### src/rtl/niosii_rst_sequencer.sv
// Avalon-MM controlled reset sequencer: debounced button / software trigger asserts all
// reset domains together, then releases them one by one with HOLD-cycle spacing.
module niosii_rst_sequencer #(
    parameter int unsigned N_DOMAINS = 3,
    parameter int unsigned DB_W      = 16,
    parameter int unsigned HOLD_W    = 16,
    parameter int unsigned DB_RST    = 1000,
    parameter int unsigned HOLD_RST  = 64
) (
    input  logic                 clk,
    input  logic                 reset_n,
    input  logic [1:0]           address,
    input  logic                 chipselect,
    input  logic                 write_n,
    input  logic [31:0]          writedata,
    output logic [31:0]          readdata,
    output logic                 irq,
    input  logic                 btn_n,
    output logic [N_DOMAINS-1:0] rst_out_n,
    output logic                 busy
);

    localparam int unsigned IDX_W = (N_DOMAINS > 1) ? $clog2(N_DOMAINS) : 1;
    localparam logic [N_DOMAINS-1:0] ONE_HOT0 = N_DOMAINS'(1);

    typedef enum logic [1:0] {
        ST_IDLE    = 2'd0,
        ST_ASSERT  = 2'd1,
        ST_RELEASE = 2'd2,
        ST_DONE    = 2'd3
    } state_t;

    state_t               state_q, state_d;
    logic [HOLD_W-1:0]    cnt_q, cnt_d;
    logic [IDX_W-1:0]     idx_q, idx_d, next_idx;
    logic [N_DOMAINS-1:0] rst_q, rst_d;
    logic                 done_set;

    logic              en_q, ien_q, done_q;
    logic [DB_W-1:0]   deb_q, deb_eff, db_cnt_q;
    logic [DB_W:0]     db_cnt_inc;
    logic [HOLD_W-1:0] hold_q, hold_eff;
    logic [7:0]        trig_cnt_q;

    logic [1:0] sync_q;
    logic       s, db_q, db_hit, btn_trig_q;

    logic wr, wr_ctrl, wr_deb, wr_hold, wr_status, sw_trig, trig;

    assign wr        = chipselect & ~write_n;
    assign wr_ctrl   = wr & (address == 2'd0);
    assign wr_deb    = wr & (address == 2'd1);
    assign wr_hold   = wr & (address == 2'd2);
    assign wr_status = wr & (address == 2'd3);
    assign sw_trig   = wr_ctrl & writedata[0];
    assign trig      = sw_trig | btn_trig_q;

    assign deb_eff  = (deb_q == '0) ? DB_W'(1) : deb_q;
    assign hold_eff = (hold_q == '0) ? HOLD_W'(1) : hold_q;

    always_ff @(posedge clk or negedge reset_n) begin
        if (!reset_n) begin
            en_q   <= 1'b1;
            ien_q  <= 1'b0;
            deb_q  <= DB_W'(DB_RST);
            hold_q <= HOLD_W'(HOLD_RST);
        end else begin
            if (wr_ctrl) begin
                en_q  <= writedata[1];
                ien_q <= writedata[2];
            end
            if (wr_deb)  deb_q  <= writedata[DB_W-1:0];
            if (wr_hold) hold_q <= writedata[HOLD_W-1:0];
        end
    end

    // Button path: straight into the synchroniser, then a stability counter.
    always_ff @(posedge clk or negedge reset_n) begin
        if (!reset_n) sync_q <= '1;
        else          sync_q <= {sync_q[0], btn_n};
    end
    assign s = sync_q[1];

    assign db_cnt_inc = {1'b0, db_cnt_q} + {{DB_W{1'b0}}, 1'b1};
    assign db_hit     = db_cnt_inc >= {1'b0, deb_eff};

    always_ff @(posedge clk or negedge reset_n) begin
        if (!reset_n) begin
            db_q       <= 1'b1;
            db_cnt_q   <= '0;
            btn_trig_q <= 1'b0;
        end else begin
            btn_trig_q <= 1'b0;
            if (s == db_q) begin
                db_cnt_q <= '0;
            end else if (db_hit) begin
                db_q       <= s;
                db_cnt_q   <= '0;
                btn_trig_q <= db_q & ~s & en_q;
            end else begin
                db_cnt_q <= db_cnt_q + DB_W'(1);
            end
        end
    end

    always_ff @(posedge clk or negedge reset_n) begin
        if (!reset_n)                         trig_cnt_q <= '0;
        else if (trig && trig_cnt_q != 8'hFF) trig_cnt_q <= trig_cnt_q + 8'd1;
    end

    always_ff @(posedge clk or negedge reset_n) begin
        if (!reset_n) begin
            state_q <= ST_ASSERT;
            cnt_q   <= '0;
            idx_q   <= '0;
            rst_q   <= '0;
        end else begin
            state_q <= state_d;
            cnt_q   <= cnt_d;
            idx_q   <= idx_d;
            rst_q   <= rst_d;
        end
    end

    assign next_idx = idx_q + IDX_W'(1);

    // cnt==0 only occurs after reset: the first ASSERT cycle loads HOLD, so power-on
    // runs one cycle longer than a triggered sequence.
    always_comb begin
        state_d  = state_q;
        cnt_d    = cnt_q;
        idx_d    = idx_q;
        rst_d    = rst_q;
        done_set = 1'b0;
        if (trig) begin
            state_d = ST_ASSERT;
            cnt_d   = hold_eff;
            idx_d   = '0;
            rst_d   = '0;
        end else begin
            case (state_q)
                ST_IDLE: rst_d = '1;
                ST_ASSERT: begin
                    rst_d = '0;
                    if (cnt_q == '0) begin
                        cnt_d = hold_eff;
                    end else if (cnt_q == HOLD_W'(1)) begin
                        state_d = ST_RELEASE;
                        idx_d   = '0;
                        rst_d   = ONE_HOT0;
                        cnt_d   = hold_eff;
                    end else begin
                        cnt_d = cnt_q - HOLD_W'(1);
                    end
                end
                ST_RELEASE: begin
                    if (32'(idx_q) == N_DOMAINS - 1) begin
                        state_d  = ST_DONE;
                        done_set = 1'b1;
                    end else if (cnt_q == HOLD_W'(1)) begin
                        idx_d = next_idx;
                        rst_d = rst_q | (ONE_HOT0 << next_idx);
                        cnt_d = hold_eff;
                    end else begin
                        cnt_d = cnt_q - HOLD_W'(1);
                    end
                end
                ST_DONE: begin
                    state_d = ST_IDLE;
                    rst_d   = '1;
                end
                default: state_d = ST_IDLE;
            endcase
        end
    end

    always_ff @(posedge clk or negedge reset_n) begin
        if (!reset_n)                     done_q <= 1'b0;
        else if (done_set)                done_q <= 1'b1;
        else if (wr_status && writedata[8]) done_q <= 1'b0;
    end

    assign busy      = (state_q != ST_IDLE);
    assign rst_out_n = rst_q;
    assign irq       = done_q & ien_q;

    always_ff @(posedge clk or negedge reset_n) begin
        if (!reset_n) begin
            readdata <= '0;
        end else begin
            case (address)
                2'd0:    readdata <= {29'd0, ien_q, en_q, 1'b0};
                2'd1:    readdata <= 32'(deb_q);
                2'd2:    readdata <= 32'(hold_q);
                default: readdata <= {8'd0, trig_cnt_q, 7'd0, done_q, 5'd0, state_q, busy};
            endcase
        end
    end

endmodule

### config.mk
export PLATFORM = sky130hd
export DESIGN_NAME = niosii_rst_sequencer
export DESIGN_NICKNAME = d
export VERILOG_FILES = /design/src/rtl/niosii_rst_sequencer.sv
export SDC_FILE = /design/constraint.sdc
export NUM_CORES = 1
export LEC_CHECK = 0
export CORE_MARGIN = 2
export CORE_UTILIZATION = 56
export CTS_CLUSTER_SIZE = 30
export DETAILED_ROUTE_END_ITERATION = 8
export GPL_TIMING_DRIVEN = 0
export PLACE_DENSITY = 0.81
export SLEW_MARGIN = 20
export SYNTH_ARGS = -nofsm -noshare
export SYNTH_HDL_FRONTEND = slang
export SYNTH_SLANG_ARGS = --single-unit
### constraint.sdc
create_clock -name clk -period 3.3 [get_ports clk]
set_input_delay 0.66 -clock clk [delete_from_list [all_inputs] [get_ports clk]]
set_output_delay 0.66 -clock clk [all_outputs]
set_load 0.005 [all_outputs]
After elaboration in Yosys (flattened, before gate mapping)
Cells that the tools add are included.
{"block": "word_totals", "register_bits": 118, "latch_bits": 0, "ram_bits": 0, "mem_bits_ro": 0, "in_bits": 39, "wordCells": 102, "mem_count": 0}
{"block": "classes", "addsub": 5, "multipliers": 0, "div": 0, "n_lt_le_gt_ge": 1, "eq_ne": 15, "n_shift": 1, "muxes": 34, "n_bitwise": 14, "reduce_logical": 17}
{"cell": "2-to-1 mux 16 bit", "count": 8}
{"cell": "one-hot mux 24 bit (3 select lines)", "count": 1}
{"cell": "zero test 16 bit", "count": 3}
{"cell": "one-hot mux 16 bit (2 select lines)", "count": 1}
{"cell": "2-to-1 mux 2 bit", "count": 9}
{"cell": "adder 16 x 1 -> 17 bit, second input constant", "count": 1}
{"cell": "greater-or-equal comparator 17 x 16 -> 1 bit", "count": 1}
{"cell": "adder 16 x 1 -> 16 bit, second input constant", "count": 1}
{"cell": "equality test 16 x 1 -> 1 bit, second input constant", "count": 1}
{"cell": "subtractor 16 x 1 -> 16 bit, second input constant", "count": 1}
{"cell": "!= test 3 bit, second input constant", "count": 5}
{"cell": "equality test 2 bit, second input constant", "count": 5}
{"cell": "AND 1 bit", "count": 9}
{"cell": "2-to-1 mux 1 bit", "count": 9}
{"cell": "2-to-1 mux 3 bit", "count": 3}
{"cell": "one-hot mux 3 bit (3 select lines)", "count": 1}
{"cell": "adder 8 x 1 -> 8 bit, second input constant", "count": 1}
{"cell": "!= test 8 bit, second input constant", "count": 1}
{"cell": "one-hot mux 2 bit (3 select lines)", "count": 1}
{"cell": "AND reduction 2 bit", "count": 3}
{"cell": "AND reduction 5 bit", "count": 1}
{"cell": "equality test 2 x 1 -> 1 bit, second input constant", "count": 2}
{"cell": "zero test 2 bit", "count": 2}
{"cell": "one-hot mux 2 bit (2 select lines)", "count": 1}
{"cell": "12 further kinds", "count": 16}

Depth between registers and ports, before layout
{"block": "logic_depth", "ltp_word": 7, "mapped_depth": 13, "ltp_nobuf": 11}

Worst setup path before layout
Ideal clock, no wire load.
{"block": "synth_path", "path_kind": "register to register", "from": "reg db_cnt_q[2]", "to": "reg db_cnt_q[0]", "setup_time_ns": 0.134, "t_arrival_ns": 2.613, "slack_ns": 0.553, "path_stages_with_launch": 13, "n_path_buf": 2, "cell_sequence": "dfrtp_1 nand3_1 or3_1 nor3_1 xor2_1 ha_1 nand2_1 nor3_1 a21o_1 o31a_1 clkbuf_1 clkbuf_1 nor3_1"}
{"block": "synth_via", "elab_chain_cells": 4}
{"element": "start, declared", "line_no": "40", "source": "logic [DB_W-1:0] deb_q, deb_eff, db_cnt_q;"}
{"element": "start signal, assigned", "line_no": "101", "source": "db_cnt_q <= db_cnt_q + DB_W'(1);"}
{"element": "adder 16 x 1 -> 17 bit", "line_no": "84", "source": "assign db_cnt_inc = {1'b0, db_cnt_q} + {{DB_W{1'b0}}, 1'b1};"}
{"element": "greater-or-equal comparator 17 x 16 -> 1 bit", "line_no": "85", "source": "assign db_hit = db_cnt_inc >= {1'b0, deb_eff};"}
{"element": "2-to-1 mux 16 bit", "line_no": "96", "source": "end else if (db_hit) begin"}
{"element": "2-to-1 mux 16 bit", "line_no": "94", "source": "if (s == db_q) begin"}
No other way between the ends.
A chain may end at the register's enable or synchronous reset.

Final worst setup path
{"block": "layout_path", "from": "reg db_cnt_q[0]", "to": "reg db_cnt_q[7]"}
{"block": "layout_via", "elab_chain_cells": 4, "word_cells_on_any_way": 5}
{"element": "adder 16 x 1 -> 17 bit", "line_no": "84"}
{"element": "greater-or-equal comparator 17 x 16 -> 1 bit", "line_no": "85"}
{"element": "2-to-1 mux 16 bit (*)", "line_no": "96"}
{"element": "2-to-1 mux 16 bit (*)", "line_no": "94"}
Mark *: on every way between the ends. The rest lies on a longest branch, timed or not.

==> results.json <==
{
  "worstSetupEndpointType": "register",
  "vias": 4561,
  "max_cap_violations": 0,
  "synth_edf_count": 0,
  "fin_ws_ns": 0.135,
  "placed_cell_area_um2": 6500,
  "post_cts_buffers": 0,
  "synth_top_area_share_pct": 42.4,
  "final_common_cell": "dfrtp_1",
  "ant_nets": 0,
  "critical_path_required_ns": 3.59,
  "drt_iter0_drc": 318,
  "ys_ff_latch": 110,
  "reg2reg_depth": 11,
  "avgSynthCellArea_um2": 10.4,
  "synth_top_area_cell": "dfrtp_1",
  "layout_common_cells": "dfrtp_1, clkdlybuf4s50_1, inv_1",
  "fin_crit_ns": 3.17,
  "post-route-util_pct": 66.2,
  "min_path_type": "in -> async",
  "hold_viol": 0,
  "grt_pass1_vias": 4446,
  "clk_pin_slew_ns": 0.11,
  "grt_max_degree": 81,
  "r2r-end": "db_cnt_q[7]",
  "holdWs_ns": 0.135,
  "cts.sinks": 110,
  "power.density_nw_per_um2": 608,
  "ys_types": 65,
  "rrSetupSlack_ns": 0.13,
  "overflow": 0,
  "startpoint_type": "register",
  "cts_tree": "done",
  "design_area_um2": 6740,
  "initial_utilization_pct": 56.8,
  "io_pins": 76,
  "dieArea_um2": 11200,
  "fmax_mhz": 316,
  "fp.dieH_um": 106,
  "yosysSeqAreaShare_pct": 47.8,
  "ir_drop_mv": 0.305,
  "reg2reg_from": "db_cnt_q[0]",
  "clk_latency_ns": 0.38,
  "path_max_fanout": 10,
  "crit_arrival_ns": 3.46,
  "synthCells": 554,
  "maxSlewHeadroom_pct": 37.4,
  "wl_um": 13700,
  "portBuffers": 49,
  "h-tree-depth": 3,
  "cts_root_buf": "clkbuf_8",
  "drv_slew": 0,
  "cts_made_buffers": 9,
  "status": "finished clean",
  "drive_gt1_share_pct": 13.9,
  "wl_per_cell_um": 18.0,
  "grt_pass1_wl_um": 22300,
  "syn-cell-area_um2": 5790,
  "tightest_slew_ns": 0.926,
  "setup.worst_path.class": "reg -> reg",
  "via_per_inst": 5.99,
  "synthTopCellsByArea": "dfrtp_1, ha_1, dfstp_2",
  "track_usage_pct": 25.4,
  "fin_setup_tns_ns": 0,
  "die_w_um": 106,
  "row_count": 37,
  "layout.nets": 690,
  "coreArea_um2": 10200,
  "synthArstFlopShare_pct": 100,
  "hpwl_um": 9900,
  "place_ws_ns": -0.0306,
  "first_pass_iters": 5,
  "antennaDiodeCount": 0,
  "antenna_found_initial": 0,
  "dp.cells": 747,
  "power_mw": 4.10,
  "cts_buffer_depth": 2,
  "p_leak_nw": 3.12,
  "yosysWarnings": 0,
  "min_period_over_period_pct": 95.9,
  "drc_errors": 0,
  "fin_worst_skew_ns": 0.0114,
  "place.gp.congestion": 0.909,
  "syn2layout_area_growth_pct": 16.6,
  "layoutNonFillerInstCount": 762,
  "ys.flop_type": "dfrtp_1",
  "setup_viol_count_final": 0
}
-- cell type report --
type	count	area, um2
plain buffers	34	194
clock buffers	10	128
clock inverters	6	76.3
fillers	784	3440
inverters	40	150
multi-input cells	376	2740
flip-flops and latches	110	2770
well taps	136	170
repair buffers	50	519
-- where the power goes --
part / internal [mW] / total (mW) / switching [mW]
combinational: 0.600 / 1.29 / 0.695
clock: 0.365 / 0.854 / 0.489
sequential: 1.65 / 1.95 / 0.303
total: 2.62 / 4.10 / 1.49
-- flip-flops by register name (all words and copies together), names as in the netlist, 3 cells and up --
register    count
trig_cnt_q      8
deb_q          16
cnt_q          16
hold_q         16
rst_out_n       3
readdata       24
db_cnt_q       16
-- cells in the mapped netlist, types with 3 or more instances --
cell	number
nor4_1	9
xnor2_1	8
a22o_1	16
mux2_2	17
xor2_1	13
buf_4	8
and2_1	4
clkbuf_1	13
o31ai_1	3
nor3b_1	16
o21ai_0	39
nand4_1	12
a31oi_1	4
mux2i_1	12
dfstp_2	12
nand3_1	11
a21oi_1	11
nor2_1	29
and4_1	3
nand2b_1	3
or3_1	5
a211oi_1	3
inv_1	40
buf_2	10
ha_1	30
dfrtp_1	98
and3_1	14
nor3_1	20
o2bb2ai_1	6
o21a_1	3
nand2_1	36
-- cell families (layout without fill, tap and decap cells) --
group / Yosys count / count (layout) / synth area share [%]
AND/OR/NAND/NOR: 174 / 174 / 16.8
AO/OA/AOI/OAI: 112 / 112 / 13.6
flip-flops: 110 / 110 / 47.8
buffers and inverters: 75 / 140 / 5.90
multiplexers: 31 / 31 / 6.16
adder cells (fa/ha/maj): 30 / 30 / 6.49
XOR/XNOR: 21 / 21 / 3.18
other: 1 / 8 / 0.0648
-- critical path, stage by stage, from the launching register on --
cell and delay, ns:
dfrtp_2 0.44, ha_1 0.23, nand2_1 0.14, nor2_1 0.18, xor2_1 0.27, ha_1 0.30
a211oi_1 0.26, nor2_1 0.10, o31a_1 0.30, o31a_1 0.41, clkbuf_4 0.24, nor3b_1 0.22
-- what timing repair did --
item	in CTS	in global routing
cloned	0	0
endpoints found under the setup margin	10	14
resized for setup	1	10
hold buffers	0	0
pin swaps	0	2
-- worst max-delay path by stage --
stage | from | to | slack (ns) | cells after the start
after global routing | db_cnt_q[0] | db_cnt_q[7] | -0.06 | 11
after detailed placement | db_cnt_q[0] | db_cnt_q[13] | -0.03 | 12
final | db_cnt_q[0] | db_cnt_q[7] | 0.13 | 11
after floorplan | db_cnt_q[2] | db_cnt_q[0] | 0.55 | 12
after global placement | reset_n | readdata[13] | -2.48 | 1
after CTS | db_cnt_q[0] | db_cnt_q[13] | 0.04 | 12
-- metal layers --
metal	vias up	part of all wire (%)	track usage, %	routed length [um]
met5	-	0	0	0
met4	0	2.3	8.83	320
met3	29	7.0	4.82	960
met2	189	47	39.7	6420
met1	2228	44	35.7	5980
li1	2115	-	-	-
No activity file was read; power rests on OpenSTA's default activity.
